## src/rtl/riscv_fetch_queue_if.sv

```systemverilog
// Instruction-cache request/response bus between the fetch queue (master) and the cache (slave).
interface riscv_fetch_queue_if #(
    parameter int ADDR_W = 32,
    parameter int DATA_W = 32
);
    logic              instr_req;
    logic              instr_gnt;
    logic [ADDR_W-1:0] instr_addr;
    logic              instr_rvalid;
    logic [DATA_W-1:0] instr_rdata;

    modport master (
        output instr_req,
        output instr_addr,
        input  instr_gnt,
        input  instr_rvalid,
        input  instr_rdata
    );

    modport slave (
        input  instr_req,
        input  instr_addr,
        output instr_gnt,
        output instr_rvalid,
        output instr_rdata
    );
endinterface

```

## src/rtl/riscv_fetch_queue.sv

```systemverilog
// IF-stage prefetch queue: keeps up to MAX_OUTSTANDING cache requests in flight and buffers
// returned words with their PC. Define FETCH_QUEUE_PERF_EN to add the two performance counters.
module riscv_fetch_queue #(
    parameter int FIFO_DEPTH      = 4,
    parameter int MAX_OUTSTANDING = 2,
    parameter int ADDR_W          = 32,
    parameter int DATA_W          = 32
) (
    input  logic                clk,
    input  logic                rst,
    input  logic                req_i,
    input  logic                branch_i,
    input  logic [ADDR_W-1:0]   branch_addr_i,
    riscv_fetch_queue_if.master cache,
    output logic                valid_o,
    input  logic                ready_i,
    output logic [DATA_W-1:0]   rdata_o,
    output logic [ADDR_W-1:0]   addr_o,
    output logic                busy_o
`ifdef FETCH_QUEUE_PERF_EN
    ,
    output logic [31:0]         perf_empty_cnt_o,
    output logic [31:0]         perf_flush_cnt_o
`endif
);

    localparam int PTR_W  = (FIFO_DEPTH > 1) ? $clog2(FIFO_DEPTH) : 1;
    localparam int CNT_W  = $clog2(FIFO_DEPTH + 1);
    localparam int OUT_W  = $clog2(MAX_OUTSTANDING + 1);
    localparam int APTR_W = (MAX_OUTSTANDING > 1) ? $clog2(MAX_OUTSTANDING) : 1;
    localparam int SUM_W  = ((CNT_W > OUT_W) ? CNT_W : OUT_W) + 1;

    typedef enum logic {
        IDLE = 1'b0,
        RUN  = 1'b1
    } state_t;

    state_t            state_q, state_d;
    logic [ADDR_W-1:0] fetch_addr_q;
    logic [OUT_W-1:0]  outstanding_q;
    logic [OUT_W-1:0]  discard_q;
    logic [CNT_W-1:0]  count_q;
    logic [PTR_W-1:0]  rd_ptr_q, wr_ptr_q;
    logic [APTR_W-1:0] pc_rd_q, pc_wr_q;

    logic [DATA_W-1:0] data_mem [FIFO_DEPTH];
    logic [ADDR_W-1:0] addr_mem [FIFO_DEPTH];
    logic [ADDR_W-1:0] pc_mem   [MAX_OUTSTANDING];

    logic [SUM_W-1:0]  occupancy;
    logic              below_max, has_room;
    logic              fetch_req, grant, rsp, push, drop, pop;

    function automatic logic [APTR_W-1:0] pc_ptr_inc(input logic [APTR_W-1:0] p);
        return (p == APTR_W'(MAX_OUTSTANDING - 1)) ? '0 : p + APTR_W'(1);
    endfunction

    // Reserving queue space for every in-flight request guarantees a push never meets a full queue.
    assign occupancy = SUM_W'(count_q) + SUM_W'(outstanding_q);
    assign below_max = outstanding_q < OUT_W'(MAX_OUTSTANDING);
    assign has_room  = occupancy < SUM_W'(FIFO_DEPTH);

    always_comb begin
        // NOTE: every signal driven here gets a default first, so no path can leave one
        // unassigned and infer a latch.
        state_d   = state_q;
        fetch_req = 1'b0;
        case (state_q)
            IDLE: begin
                if (branch_i) state_d = RUN;
            end
            RUN: begin
                fetch_req = req_i && !branch_i && below_max && has_room;
                if (!branch_i && !req_i && outstanding_q == '0) state_d = IDLE;
            end
            default: state_d = IDLE;
        endcase
    end

    // A response with nothing outstanding is stale (e.g. crossed a reset) and is ignored.
    assign grant = fetch_req && cache.instr_gnt;
    assign rsp   = cache.instr_rvalid && (outstanding_q != '0);
    assign push  = rsp && (discard_q == '0) && !branch_i;
    assign drop  = rsp && !push;
    assign pop   = valid_o && ready_i && !branch_i;

    // NOTE: state registers use non-blocking assignments so every register samples the
    // pre-edge values regardless of statement order.
    always_ff @(posedge clk) begin
        if (rst) begin
            state_q       <= IDLE;
            fetch_addr_q  <= '0;
            outstanding_q <= '0;
            discard_q     <= '0;
            count_q       <= '0;
            rd_ptr_q      <= '0;
            wr_ptr_q      <= '0;
            pc_rd_q       <= '0;
            pc_wr_q       <= '0;
        end else begin
            state_q       <= state_d;
            outstanding_q <= outstanding_q + OUT_W'(grant) - OUT_W'(rsp);
            if (branch_i) begin
                fetch_addr_q <= branch_addr_i & ~ADDR_W'(3);
                discard_q    <= outstanding_q - OUT_W'(rsp);
                count_q      <= '0;
                rd_ptr_q     <= '0;
                wr_ptr_q     <= '0;
                pc_rd_q      <= '0;
                pc_wr_q      <= '0;
            end else begin
                if (grant) begin
                    fetch_addr_q <= fetch_addr_q + ADDR_W'(4);
                    pc_wr_q      <= pc_ptr_inc(pc_wr_q);
                end
                if (rsp && discard_q != '0) discard_q <= discard_q - OUT_W'(1);
                if (push) begin
                    wr_ptr_q <= wr_ptr_q + PTR_W'(1);
                    pc_rd_q  <= pc_ptr_inc(pc_rd_q);
                end
                if (pop) rd_ptr_q <= rd_ptr_q + PTR_W'(1);
                if (push && !pop)      count_q <= count_q + CNT_W'(1);
                else if (pop && !push) count_q <= count_q - CNT_W'(1);
            end
        end
    end

    // NOTE: storage arrays are not reset; pointers and count define which entries are live,
    // and the head outputs are masked while the queue is empty.
    always_ff @(posedge clk) begin
        if (grant) pc_mem[pc_wr_q] <= fetch_addr_q;
        if (push) begin
            data_mem[wr_ptr_q] <= cache.instr_rdata;
            addr_mem[wr_ptr_q] <= pc_mem[pc_rd_q];
        end
    end

    assign cache.instr_req  = fetch_req;
    assign cache.instr_addr = fetch_addr_q;
    assign valid_o          = (count_q != '0);
    assign rdata_o          = valid_o ? data_mem[rd_ptr_q] : '0;
    assign addr_o           = valid_o ? addr_mem[rd_ptr_q] : '0;
    assign busy_o           = fetch_req || (outstanding_q != '0);

`ifdef FETCH_QUEUE_PERF_EN
    logic [31:0] perf_empty_q, perf_flush_q;

    always_ff @(posedge clk) begin
        if (rst) begin
            perf_empty_q <= '0;
            perf_flush_q <= '0;
        end else begin
            if (state_q == RUN && !valid_o && req_i && perf_empty_q != '1)
                perf_empty_q <= perf_empty_q + 32'd1;
            if (drop && perf_flush_q != '1)
                perf_flush_q <= perf_flush_q + 32'd1;
        end
    end

    assign perf_empty_cnt_o = perf_empty_q;
    assign perf_flush_cnt_o = perf_flush_q;
`endif

endmodule

```

## src/flat_wrapper.sv

```systemverilog
// flat-port wrapper written by rule: the top's interface ports become plain ports
module riscv_fetch_queue_flat 
#(
    parameter int FIFO_DEPTH      = 4,
    parameter int MAX_OUTSTANDING = 2,
    parameter int ADDR_W          = 32,
    parameter int DATA_W          = 32
)
  (clk, rst, req_i, branch_i, branch_addr_i, valid_o, ready_i, rdata_o, addr_o, busy_o, cache_instr_req, cache_instr_addr, cache_instr_gnt, cache_instr_rvalid, cache_instr_rdata);
  riscv_fetch_queue_if #(.ADDR_W(ADDR_W), .DATA_W(DATA_W)) cache_i ();
  input  logic clk;
  input  logic rst;
  input  logic req_i;
  input  logic branch_i;
  input  logic [ADDR_W-1:0] branch_addr_i;
  output logic valid_o;
  input  logic ready_i;
  output logic [DATA_W-1:0] rdata_o;
  output logic [ADDR_W-1:0] addr_o;
  output logic busy_o;
  output wire logic [$bits(cache_i.instr_req)-1:0] cache_instr_req;
  output wire logic [$bits(cache_i.instr_addr)-1:0] cache_instr_addr;
  input wire logic [$bits(cache_i.instr_gnt)-1:0] cache_instr_gnt;
  input wire logic [$bits(cache_i.instr_rvalid)-1:0] cache_instr_rvalid;
  input wire logic [$bits(cache_i.instr_rdata)-1:0] cache_instr_rdata;
  assign cache_instr_req = cache_i.instr_req;
  assign cache_instr_addr = cache_i.instr_addr;
  assign cache_i.instr_gnt = cache_instr_gnt;
  assign cache_i.instr_rvalid = cache_instr_rvalid;
  assign cache_i.instr_rdata = cache_instr_rdata;
  riscv_fetch_queue #(.FIFO_DEPTH(FIFO_DEPTH), .MAX_OUTSTANDING(MAX_OUTSTANDING), .ADDR_W(ADDR_W), .DATA_W(DATA_W)) u_core (.clk(clk), .rst(rst), .req_i(req_i), .branch_i(branch_i), .branch_addr_i(branch_addr_i), .cache(cache_i), .valid_o(valid_o), .ready_i(ready_i), .rdata_o(rdata_o), .addr_o(addr_o), .busy_o(busy_o));
endmodule
```

## config.mk

```make
export PLATFORM = sky130hd
export DESIGN_NAME = riscv_fetch_queue_flat
export DESIGN_NICKNAME = d
export VERILOG_FILES = /design/src/rtl/riscv_fetch_queue_if.sv /design/src/rtl/riscv_fetch_queue.sv /design/src/flat_wrapper.sv
export SDC_FILE = /design/constraint.sdc
export NUM_CORES = 1
export LEC_CHECK = 0
export CORE_ASPECT_RATIO = 0.7
export CORE_MARGIN = 2
export CORE_UTILIZATION = 40
export DETAILED_ROUTE_END_ITERATION = 7
export GPL_ROUTABILITY_DRIVEN = 0
export SYNTH_ARGS = -nofsm -noshare
export SYNTH_HDL_FRONTEND = slang
export SYNTH_SLANG_ARGS = --single-unit
```

## constraint.sdc

```tcl
create_clock -name clk -period 3.6 [get_ports clk]
set_input_delay 0.72 -clock clk [delete_from_list [all_inputs] [get_ports clk]]
set_output_delay 0.72 -clock clk [all_outputs]
set_load 0.005 [all_outputs]
```

# --- Word-level counts from Yosys, hierarchy flattened ---
# Memory sizes are Yosys's and may differ from the RTL's. A register that Yosys moved wholly into a read port is not among the register bits.
# Index checks and enable logic that the tools add are counted.
# W data, S select, Z words.
word_totals:
  register_bits: 46
  ramBits: 320
  inputBits: 71
  out_inout_bits: 99
  word_cells: 80
  memories: 3
classes:
  addsub: 12
  n_lt_le_gt_ge: 2
  mux: 24
  bitwise: 1
  reduce_logical: 28
memory_table:
  columns: ["memory", "depth", "word_bits", "rd", "rd_ports_with_merged_regs", "write_ports", "line", "text"]
  rows:
  - ["u_core.addr_mem", 4, 32, 1, 1, 1, "riscv_fetch_queue.sv:47", "logic [ADDR_W-1:0] addr_mem [FIFO_DEPTH];"]
  - ["u_core.data_mem", 4, 32, 1, 1, 1, "riscv_fetch_queue.sv:46", "logic [DATA_W-1:0] data_mem [FIFO_DEPTH];"]
  - ["u_core.pc_mem", 2, 32, 1, 1, 1, "riscv_fetch_queue.sv:48", "logic [ADDR_W-1:0] pc_mem [MAX_OUTSTANDING];"]
op_table:
  columns: ["operator", "n"]
  rows:
  - ["$mux W32", 4]
  - ["$add A32 B3 Y32 const B", 1]
  - ["$logic_and A1 B1 Y1", 14]
  - ["$mux W2", 6]
  - ["$mux W1", 11]
  - ["$reduce_bool A2 Y1", 5]
  - ["$mux W3", 2]
  - ["$add A2 B1 Y2 const B", 2]
  - ["$add A3 B2 Y4", 1]
  - ["$logic_not A1 Y1", 4]
  - ["$logic_not A2 Y1", 2]
  - ["$lt A4 B3 Y1 const B", 1]
  - ["$sub A2 B1 Y2", 2]
  - ["$add A3 B1 Y3 const B", 1]
  - ["$reduce_bool A3 Y1", 1]
  - ["$sub A3 B1 Y3 const B", 1]
  - ["$add A1 B1 Y1 const B", 2]
  - ["$add A2 B1 Y2", 1]
  - ["$lt A2 B2 Y1 const B", 1]
  - ["$pmux W1 S2", 1]
  - ["$reduce_or A2 Y1", 1]
  - ["$sub A2 B1 Y2 const B", 1]
  - ["$logic_or A1 B1 Y1", 1]
  - ["$not A1 Y1", 1]

# --- Depth between registers and ports, before layout ---
depth:
  depth_word: 8
  mapped_depth: 10

# --- Worst setup path before layout ---
# Ideal clock, no wire load.
synth_timing:
  path_kind: "in2reg"
  start: "in branch_i"
  end: "mem u_core.pc_mem[0][10], enable pin"
  setup_ns: 0.417
  arrival_time_ns: 3.058
  required_time_ns: 3.183
  slack_ns: 0.125
  path_stages: 6
  n_path_buf: 3
  path_cell_list: "nor4b_2 -> nand4_1 -> clkbuf_1 -> clkbuf_1 -> buf_1 -> nor2_1"
synth_via:
  elab_chain_cells: 8
synth_rtl:
  columns: ["element", "line", "text"]
  rows:
  - ["start, declared", "flat_wrapper.sv:14", "input logic branch_i;"]
  - ["$logic_not A1 Y1", "riscv_fetch_queue.sv:73", "fetch_req = req_i && !branch_i && below_max && has_room;"]
  - ["$logic_and A1 B1 Y1 (3 in series)", "riscv_fetch_queue.sv:73", null]
  - ["$mux W1", "riscv_fetch_queue.sv:68", "case (state_q)"]
  - ["$logic_and A1 B1 Y1", "riscv_fetch_queue.sv:81", "assign grant = fetch_req && cache.instr_gnt;"]
  - ["$mux W1", "riscv_fetch_queue.sv:131", "if (grant) pc_mem[pc_wr_q] <= fetch_addr_q;"]
  - ["$mux W1 (implied by the code)", "riscv_fetch_queue.sv:131", null]
  - ["end, declared", "riscv_fetch_queue.sv:48", null]
# No other way between the ends.

==> results.toml <==
[route]
wl_per_cell_um = 21.0
drt_iter0_drc = 521
vias_per_cell = 5.20
vias = 7888
dr.pass1.iters = 5
ant_nets = 0
drc = 0
postRouteWirelength_mm = 31.8

[yosys]
synth_area_leader_cell = "edfxtp_1"
avgSynthCellArea_um2 = 17.1
yosys_warnings = 0
yosys.area_share.xor_xnor_pct = 0.802
synthDistinctLibCells = 59
netlist_top_cells_area = "edfxtp_1, mux4_2, dfxtp_1, and2_1, mux2_2"
synth_top_area_share_pct = 65.2
synth_compound_area_share_pct = 3.72
syn-cell-area_um2 = 14200
async_flop_share_pct = 0
synth_mux_area_share_pct = 12.7
seq_area_frac_synth_pct = 71.8
synth_top_family_by_area = "multiplexers"
synth_edf_count = 308
synthFlopType = "edfxtp_1"
synthAdderAreaFrac_pct = 1.02
synth_cells = 831
synth_seq_cells = 355
synthSimpleGateAreaFrac_pct = 7.93

[global_route]
grt_usage_pct = 17.4
antenna_found_initial = 0
grt_pass1_vias = 8080
overflow = 0
grt_max_degree = 47
grt_pass1_wl_mm = 48.8

[timing]
period_needed_ns = 3.36
slew_headroom_pct = 46.4
rsz0062_at_grt = "no"
layout_setup_ws_ns = 0.240
worst_clock_skew_ns = 0.0132
fin_setup_tns_ns = 0
whs_ns = 0.493
drv_slew = 0
hold_violations = 0
fmax_mhz = 298
tightest_slew_ns = 0.798
setup_viol = 0
fin_crit_sh_pct = 93.3

[die]
die_area_um2 = 37000
fp.dieH_um = 162
fp.dieW_um = 229
io_pins = 170
rows = 57
core_um2 = 34800
initial_utilization_pct = 40.8

[cts]
cts_sinks = 355
htreeDepth = 2
cts_resized = 0
cts_buffers = 36
clk_pin_slew_worst_paths_ns = 0.06
clk_latency_ns = 0.52
cts_hold_buf = 0
cts_root_buf = "clkbuf_16"
post_cts_buffers = 0
cts_tree = "yes"
cts_max_path_buffers = 3

[worst_setup_path]
cp_num_buf_inv = 2
startpoint_type = "flop"
crit_fanout = 26
cp_data_arrival_time_ns = 2.64
cp_cell_sequence = "buf_12 -> mux4_2 -> and2_1 -> clkdlybuf4s50_1"
crit_slowest_cell = "mux4_2"
slowest_delay_ns = 0.59
cp.required_ns = 2.88
criticalPathCategory = "flop to output pin"
crit_family = "buffers and inverters"
critPathCaptureType = "output pin"

[final_layout]
synthToLayoutAreaGrowth_pct = 24.8
final_cell_mix = "edfxtp_1, clkdlybuf4s50_1, and2_1"
final_nets = 1099
final_common_cell = "edfxtp_1"
antenna_cells = 0
fill_cells = 2995
utilization_pct = 50.9
finalNonFillerCells = 1517
multi_input_area_um2 = 3740
finalInstanceArea_um2 = 17700
seqCellArea_um2 = 10200
drive_gt1_share_pct = 18.1

[placement]
placedInstanceArea_um2 = 16600
io_buffers = 163
place_ws_ns = 0.346
dp_hpwl_mm = 20.8
placedCellCount = 1451

[pwr]
total_power_mw = 9.25
power_density_nw_per_um2 = 522
peakVddDrop_v = 0.000273
p_leak_nw = 5.68

[run]
drv_cap = 0

[worst_hold_path]
min_path_type = "flop to flop"

[run_status]
status = "complete, no violations"
-- final timing paths --
| check | start | to | slack, ns | cells past startpoint |
|---|---|---|---|---|
| setup / recovery | flop | addr_o[23] | 0.24 | 4 |
| hold / removal | u_core.state_q | u_core.state_q | 0.49 | 2 |
| setup reg to reg | u_core.outstanding_q[1] | u_core.cache.instr_addr[25] | 1.04 | 7 |
| hold reg to reg | u_core.state_q | u_core.state_q | 0.49 | 2 |
-- sequential cells by signal, indices dropped and copies added (netlist names), 2 cells and up, named ones only --
name	count
u_core.addr_mem	120
u_core.cache.instr_addr	30
u_core.discard_q	2
u_core.rd_ptr_q	2
u_core.data_mem	128
u_core.count_q	3
u_core.wr_ptr_q	2
u_core.outstanding_q	2
u_core.pc_mem	60
-- synthesized netlist by cell type (all sizes together) (2+ instances only) --
library cell / count
edfxtp: 308
and2: 71
mux4: 62
dfxtp: 47
mux2: 32
nand2: 31
nor2: 29
clkbuf: 28
a21oi: 25
buf: 21
inv: 20
nor3: 17
a31oi: 13
nand3: 13
o21ai: 12
nand4: 11
ha: 10
nor4: 9
xnor2: 7
o21a: 6
xor2: 6
and3: 5
mux2i: 4
nor2b: 4
a211oi: 3
a221oi: 3
a311oi: 3
o311ai: 3
and4: 2
nor4b: 2
o211ai: 2
o221a: 2
or2: 2
or3: 2
or4: 2
-- metal layers --
metal	global-route usage [%]	up-vias	wire (um)
li1	-	3622	-
met1	26.5	4039	15600
met2	25.7	185	14000
met3	3.51	42	1650
met4	4.13	0	541
met5	0	-	0
-- kinds of logic (layout without fill, tap and decap cells) --
logic type	Yosys count	in the layout
DFF	355	355
and+or+nand+nor	203	203
muxes	98	98
AOI/OAI and AO/OA	81	81
buffers and inverters	69	280
xor gates and xnor gates	13	13
adders and majority gates	11	11
other	1	4
-- worst register-to-register path, stage by stage, from the launching register on --
cell	delay, ns
dfxtp_1	0.45
ha_1	0.28
nand3_1	0.10
nand4_1	0.36
buf_12	0.33
nor2b_1	0.53
a21oi_1	0.16
a311oi_1	0.26
-- layout make-up --
cell class / count / share of cell area [%]
flip-flops and latches: 355 / 57.5
clock inverters: 16 / 0.572
multi-input cells: 410 / 21.1
inverters: 20 / 0.424
clock buffers: 50 / 5.67
well taps: 472 / 3.33
repair buffers: 194 / 11.3
-- where the power goes --
group | total (mW) | internal [mW] | leakage [nW] | switching (mW)
Combinational | 1.00 | 0.541 | 1.96 | 0.463
Sequential | 4.72 | 4.63 | 3.17 | 0.0903
Clock | 3.52 | 2.03 | 0.542 | 1.50
(Power assumes the default switching activity.)
